**config.mk**
```make
export PLATFORM = sky130hd
export DESIGN_NAME = regfile_sb_flat
export DESIGN_NICKNAME = d
export VERILOG_FILES = /design/src/rtl/regfile_sb_if.sv /design/src/rtl/regfile_sb.sv /design/src/flat_wrapper.sv
export SDC_FILE = /design/constraint.sdc
export NUM_CORES = 2
export LEC_CHECK = 0
export BUFFER_PORTS_ARGS = -buffer_cell sky130_fd_sc_hd__buf_4
export CAP_MARGIN = 30
export CELL_PAD_IN_SITES_DETAIL_PLACEMENT = 0
export CELL_PAD_IN_SITES_GLOBAL_PLACEMENT = 1
export CORE_UTILIZATION = 55
export CTS_BUF_LIST = sky130_fd_sc_hd__clkbuf_16
export CTS_CLUSTER_DIAMETER = 40
export DETAILED_ROUTE_END_ITERATION = 16
export PLACE_DENSITY_LB_ADDON = 0.1
export SETUP_SLACK_MARGIN = 0.02
export SYNTH_ARGS = -nofsm -noshare
export SYNTH_HDL_FRONTEND = slang
export SYNTH_SLANG_ARGS = --single-unit
```
**constraint.sdc**
```tcl
create_clock -name clk_i -period 5.43 [get_ports clk_i]
set_input_delay 0.8145 -clock clk_i [delete_from_list [all_inputs] [get_ports clk_i]]
set_output_delay 0.8145 -clock clk_i [all_outputs]
set_load 0.05 [all_outputs]
```
**src/rtl/regfile_sb_if.sv**
```systemverilog
// regfile_sb_if: write-back and decode signals between the pipeline and the
// register file.
//   master: pipeline side; drives write-back, read addresses and load issue,
//           receives read data and stall.
//   slave : register file side.
interface regfile_sb_if;
  localparam int unsigned XLEN = 32;
  localparam int unsigned AW   = 5;

  logic [AW-1:0]   WB_reg_write_address_i;
  logic [XLEN-1:0] WB_reg_write_data_i;
  logic            WB_ctrl_reg_write_i;
  logic [AW-1:0]   ID_rs_address_i;
  logic [AW-1:0]   ID_rt_address_i;
  logic [XLEN-1:0] ID_rs_data_o;
  logic [XLEN-1:0] ID_rt_data_o;
  logic            ID_load_issue_i;
  logic [AW-1:0]   ID_load_rd_i;
  logic            ID_stall_o;

  modport master (
    output WB_reg_write_address_i, WB_reg_write_data_i, WB_ctrl_reg_write_i,
    output ID_rs_address_i, ID_rt_address_i, ID_load_issue_i, ID_load_rd_i,
    input  ID_rs_data_o, ID_rt_data_o, ID_stall_o
  );

  modport slave (
    input  WB_reg_write_address_i, WB_reg_write_data_i, WB_ctrl_reg_write_i,
    input  ID_rs_address_i, ID_rt_address_i, ID_load_issue_i, ID_load_rd_i,
    output ID_rs_data_o, ID_rt_data_o, ID_stall_o
  );
endinterface

```
**src/rtl/regfile_sb.sv**
```systemverilog
// regfile_sb: 32 x 32-bit architectural register file with a load-use
// scoreboard for the decode stage.
//   clk_i   : clock, all state changes on the rising edge
//   n_rst_i : synchronous active-low reset (clears registers and busy bits)
//   bus     : regfile_sb_if.slave -- write-back port, two combinational read
//             ports, load issue and combinational decode stall.
// Optional feature: define REGFILE_BYPASS_EN for write-through forwarding of
// the write-back data onto matching read ports, with stall relief.
module regfile_sb (
  input  logic         clk_i,
  input  logic         n_rst_i,
  regfile_sb_if.slave  bus
);
  localparam int unsigned NREG = 32;
  localparam int unsigned XLEN = 32;
  localparam int unsigned AW   = 5;

  logic [XLEN-1:0] regs_q [NREG];
  logic [NREG-1:0] busy_q;
  logic [NREG-1:0] busy_d;

  logic            wb_we_c;
  logic            rs_fwd_c;
  logic            rt_fwd_c;
  logic            rs_wait_c;
  logic            rt_wait_c;
  logic            stall_c;

  // A write to r0 is a no-op for both storage and forwarding.
  assign wb_we_c = bus.WB_ctrl_reg_write_i && (bus.WB_reg_write_address_i != AW'(0));

  // Forwarding hits: a read port matching the in-flight write-back.
  always_comb begin
    rs_fwd_c = 1'b0;
    rt_fwd_c = 1'b0;
`ifdef REGFILE_BYPASS_EN
    rs_fwd_c = wb_we_c && (bus.WB_reg_write_address_i == bus.ID_rs_address_i);
    rt_fwd_c = wb_we_c && (bus.WB_reg_write_address_i == bus.ID_rt_address_i);
`endif
  end

  // Read ports: r0 is hard zero, forwarded data beats array contents.
  always_comb begin
    bus.ID_rs_data_o = regs_q[bus.ID_rs_address_i];
    bus.ID_rt_data_o = regs_q[bus.ID_rt_address_i];
    if (rs_fwd_c) bus.ID_rs_data_o = bus.WB_reg_write_data_i;
    if (rt_fwd_c) bus.ID_rt_data_o = bus.WB_reg_write_data_i;
    if (bus.ID_rs_address_i == AW'(0)) bus.ID_rs_data_o = XLEN'(0);
    if (bus.ID_rt_address_i == AW'(0)) bus.ID_rt_data_o = XLEN'(0);
  end

  // Stall: a busy operand that is not being delivered this cycle.
  always_comb begin
    rs_wait_c = busy_q[bus.ID_rs_address_i] && (bus.ID_rs_address_i != AW'(0)) && !rs_fwd_c;
    rt_wait_c = busy_q[bus.ID_rt_address_i] && (bus.ID_rt_address_i != AW'(0)) && !rt_fwd_c;
    stall_c   = rs_wait_c || rt_wait_c;
  end

  assign bus.ID_stall_o = stall_c;

  // Scoreboard next state: clear on write-back, then set on an accepted
  // issue so a younger load to the same register wins.
  always_comb begin
    busy_d = busy_q;
    if (bus.WB_ctrl_reg_write_i) begin
      busy_d[bus.WB_reg_write_address_i] = 1'b0;
    end
    if (bus.ID_load_issue_i && !stall_c && (bus.ID_load_rd_i != AW'(0))) begin
      busy_d[bus.ID_load_rd_i] = 1'b1;
    end
    busy_d[0] = 1'b0;
  end

  always_ff @(posedge clk_i) begin
    if (!n_rst_i) begin
      busy_q <= '0;
    end else begin
      busy_q <= busy_d;
    end
  end

  // Register array; r0 is only ever written by reset.
  always_ff @(posedge clk_i) begin
    if (!n_rst_i) begin
      for (int i = 0; i < int'(NREG); i++) begin
        regs_q[i] <= XLEN'(0);
      end
    end else if (wb_we_c) begin
      regs_q[bus.WB_reg_write_address_i] <= bus.WB_reg_write_data_i;
    end
  end
endmodule

```
**src/flat_wrapper.sv**
```systemverilog
// flat-port wrapper written by rule: the top's interface ports become plain ports
module regfile_sb_flat 
  (clk_i, n_rst_i, bus_WB_reg_write_address_i, bus_WB_reg_write_data_i, bus_WB_ctrl_reg_write_i, bus_ID_rs_address_i, bus_ID_rt_address_i, bus_ID_load_issue_i, bus_ID_load_rd_i, bus_ID_rs_data_o, bus_ID_rt_data_o, bus_ID_stall_o);
  regfile_sb_if bus_i ();
  input  logic clk_i;
  input  logic n_rst_i;
  input wire logic [$bits(bus_i.WB_reg_write_address_i)-1:0] bus_WB_reg_write_address_i;
  input wire logic [$bits(bus_i.WB_reg_write_data_i)-1:0] bus_WB_reg_write_data_i;
  input wire logic [$bits(bus_i.WB_ctrl_reg_write_i)-1:0] bus_WB_ctrl_reg_write_i;
  input wire logic [$bits(bus_i.ID_rs_address_i)-1:0] bus_ID_rs_address_i;
  input wire logic [$bits(bus_i.ID_rt_address_i)-1:0] bus_ID_rt_address_i;
  input wire logic [$bits(bus_i.ID_load_issue_i)-1:0] bus_ID_load_issue_i;
  input wire logic [$bits(bus_i.ID_load_rd_i)-1:0] bus_ID_load_rd_i;
  output wire logic [$bits(bus_i.ID_rs_data_o)-1:0] bus_ID_rs_data_o;
  output wire logic [$bits(bus_i.ID_rt_data_o)-1:0] bus_ID_rt_data_o;
  output wire logic [$bits(bus_i.ID_stall_o)-1:0] bus_ID_stall_o;
  assign bus_i.WB_reg_write_address_i = bus_WB_reg_write_address_i;
  assign bus_i.WB_reg_write_data_i = bus_WB_reg_write_data_i;
  assign bus_i.WB_ctrl_reg_write_i = bus_WB_ctrl_reg_write_i;
  assign bus_i.ID_rs_address_i = bus_ID_rs_address_i;
  assign bus_i.ID_rt_address_i = bus_ID_rt_address_i;
  assign bus_i.ID_load_issue_i = bus_ID_load_issue_i;
  assign bus_i.ID_load_rd_i = bus_ID_load_rd_i;
  assign bus_ID_rs_data_o = bus_i.ID_rs_data_o;
  assign bus_ID_rt_data_o = bus_i.ID_rt_data_o;
  assign bus_ID_stall_o = bus_i.ID_stall_o;
  regfile_sb u_core (.clk_i(clk_i), .n_rst_i(n_rst_i), .bus(bus_i));
endmodule
```
==> summary.md <==
| Metric | Value |
|---|---|
| # DRC | 0 |
| Filler cell count in the final layout | 7064 |
| Endpoint of the worst register-to-register path | u_core.busy_q[12] |
| Share of the yosys chip area belonging to registers | 0.558 |
| Synth unique cells | 42 |
| Die width | 322 µm |
| Slew @ Worst Pin | 1.03 ns |
| Die footprint | 103000 µm² |
| Std cell rows | 116 |
| Number of hold-slack violations in the final timing report | 0 |
| Ports | 121 |
| Synth Flop Type | edfxtp_1 |
| Worst min-delay path class | input port to flop |
| Number of vias per cell | 7.10 |
| Post-Synthesis Cell Area | 56200 µm² |
| Met2 routed wirelength | 88200 µm |
| DRC violation total after the first TritonRoute iteration | 5817 |
| Maximum number of pins on one net before global-route repair | 80 |
| Crit. End Element | primary output |
| Worst setup slack after placement | 0.815 ns |
| Post-layout nets | 3692 |
| Vias in the first global route | 36.3k |
| Gate count of the mapped netlist | 3554 |
| Total Routed Length | 193000 µm |
| Leak | 0.0225 µW |
| CTS buffer count | 156 |
| Total of max-cap violations | 0 |
| Buffer depth of the longest clock path | 3 |
| Crit path time final | 4.64 ns |
| Number of pins with negative max-slew slack in the final report | 0 |
| Run status | completed |
| P per Cell Area | 349 nW/µm² |
| Pre-Repair DR Iteration Count | 6 |
| Number of nets with antenna violations after routing | 0 |
| Launch instance of the worst register-to-register path | u_core.busy_q[11] |
| Layout Area Growth over Synthesis | 15.6% |
| Critical path launch point type | input port |
| Wire length on met3 | 25500 µm |
| Most area-consuming cells after synthesis | edfxtp_1, mux4_2, and2_1, clkbuf_1, dfxtp_1 |
| Cts repair resizes | 0 |
| Floorplan die height | 322 µm |
| Maximum level of the CTS H-tree | 4 |
| List of most frequent post-synthesis cells | edfxtp_1, and2_1, mux4_2 |
| RSZ-0062 raised after global routing | no |
| CTS tree | yes |
| Overall via count from detail_route | 36.5k |
| Synthesized area per cell | 15.8 µm² |
| Worst r2r path cells | 6 |
| Crit path capture | bus_ID_rs_data_o[22] |
| Final core utilization | 0.646 |
| Final critical-path setup slack | 0.786 ns |
| Startpoint of the most critical setup path | bus_ID_rs_address_i[0] |
| IO Port Bufs | 120 |
| Antenna violations before repair | 22 |
| Fraction of synthesized cell area taken by the top area cell type | 0.547 |
| Routed metal-1 wire length | 71800 µm |
| Cell accounting for the most synthesized area | edfxtp_1 |
| Worst Path Max Fanout | 62 |
| Required time of the worst setup path | 4.62 ns |
| Core Footprint | 101000 µm² |
| Final Skew | 0.0167 ns |
| Share of cells above drive strength 1 | 0.335 |
| Root Buffer Master | clkbuf_16 |
| Top achievable clock speed | 215 MHz |
| Number of hold buffers added after cts | 0 |
| Final setup fails | 0 |
| Async set or reset register ratio after synthesis | 0 |
| Wire length of the first global-routing pass | 272000 µm |
| Register bit count reported by yosys | 1055 |
| Grt ovf | 0 |
| Post-CTS setup buffers | 0 |
| EDFF count, synth | 1024 |
| Clk sink count | 1055 |
| Final clock period utilization by the worst path | 0.855 |
| Worst-Skew Late Latency | 0.77 ns |
| Routed len/inst | 37.6 µm |
| Most frequent cell after synthesis | edfxtp_1 |
| Flop2flop setup slack | 3.17 ns |
| Worst supply voltage drop on vdd | 0.000326 V |
| GP Congestion | 0.885 |
| Clock-pin slew on the worst setup and hold paths | 0.05 ns |
| Hold Crit Start | bus_ID_load_rd_i[2] |
| Sum of net half-perimeters after detailed placement | 113000 µm |
| Synthesis warning total | 0 |
| Critical Setup Path Class | input port to primary output |
| Data arrival time of the critical path | 3.83 ns |
| Highest metal used | met5 |
| Global Route Usage Sum | 0.380 |
| Worst rel slew slack | 0.312 |
| Aggregate negative setup slack | 0 ns |
| Starting density of the core | 0.559 |
[per-stage QoR]
| stage | instance area, µm² | power [µW] | hold WS (ns) | instances |
|---|---|---|---|---|
| after floorplan | 56300 | 11500 | 0.481 | 3585 |
| after global placement | 59300 | 12500 | 0.500 | 4822 |
| after detailed placement | 59500 | 12600 | 0.522 | 4832 |
| after CTS | 64800 | 22700 | 0.390 | 5122 |
| after global routing | 64900 | 23200 | 0.433 | 5128 |
| final | 65000 | 22700 | 0.432 | 5138 |
[metal layers]
metal,global-route usage,up-vias
met5,0,-
met4,0.151,6
met3,0.113,476
met1,0.525,19000
li1,-,14000
met2,0.570,2946
[sequential cells by signal (all words and copies together) (netlist names)]
name and count:
u_core.busy_q 31, u_core.regs_q 1024
[logic make-up (layout without fill, tap and decap cells)]
group,after synthesis,in the layout,synth area share
AOI/OAI and AO/OA,179,179,0.0211
buffers and inverters,407,590,0.0308
DFF,1055,1055,0.558
muxes,700,700,0.262
other,1,45,0.0000668
and+or+nand+nor,1212,1212,0.127
[how the worst min path moves through the flow]
stage	cells after the start	to	slack [ns]
after global placement	2	u_core.busy_q[3]	0.50
after detailed placement	2	u_core.busy_q[1]	0.52
after floorplan	2	u_core.busy_q[21]	0.48
after CTS	4	u_core.busy_q[1]	0.39
after global routing	4	u_core.busy_q[1]	0.43
final	4	u_core.busy_q[1]	0.43
[cells in the final DEF (no fill, tap or decap), types with 21 or more instances in the layout]
| cell type | synthesis | layout |
|---|---|---|
| nand2_1 | 105 | 105 |
| conb_1 | 1 | 32 |
| edfxtp_1 | 1024 | 1024 |
| mux4_2 | 615 | 615 |
| mux2i_1 | 56 | 56 |
| dfxtp_1 | 31 | 31 |
| and2_1 | 992 | 992 |
| mux2_2 | 24 | 24 |
| o41ai_1 | 31 | 31 |
| o211ai_1 | 45 | 45 |
| o21ai_4 | 0 | 31 |
| a21oi_1 | 27 | 27 |
| o21ai_0 | 58 | 27 |
| nor2_1 | 71 | 40 |
| buf_12 | 0 | 28 |
| inv_1 | 17 | 25 |
| nor2_4 | 0 | 31 |
| clkbuf_16 | 0 | 158 |
| clkinvlp_4 | 0 | 21 |
| inv_6 | 0 | 29 |
| buf_4 | 6 | 242 |
[worst max-delay path, stage by stage]
cell and delay, ns:
buf_8 0.57, buf_12 0.37, mux4_2 0.54, mux4_2 0.53, mux2i_1 0.50, nor2_1 0.14, buf_4 0.23
[final cells by class]
type	instances	area, µm²	area share
inverters	17	68.8	0.00106
diodes	13	32.5	0.000501
well taps	1357	1700	0.0261
clock inverters	132	1350	0.0208
multi-input cells	2123	23800	0.367
flip-flops and latches	1055	31400	0.483
clock buffers	158	3950	0.0609
repair buffers	283	2670	0.0411
[report_power, final]
group / total [µW] / switching [µW] / internal, µW
logic: 2860 / 1700 / 1160
clock network: 10200 / 4050 / 6170
registers: 9610 / 233 / 9370
Power figures use the tool's default switching activity.
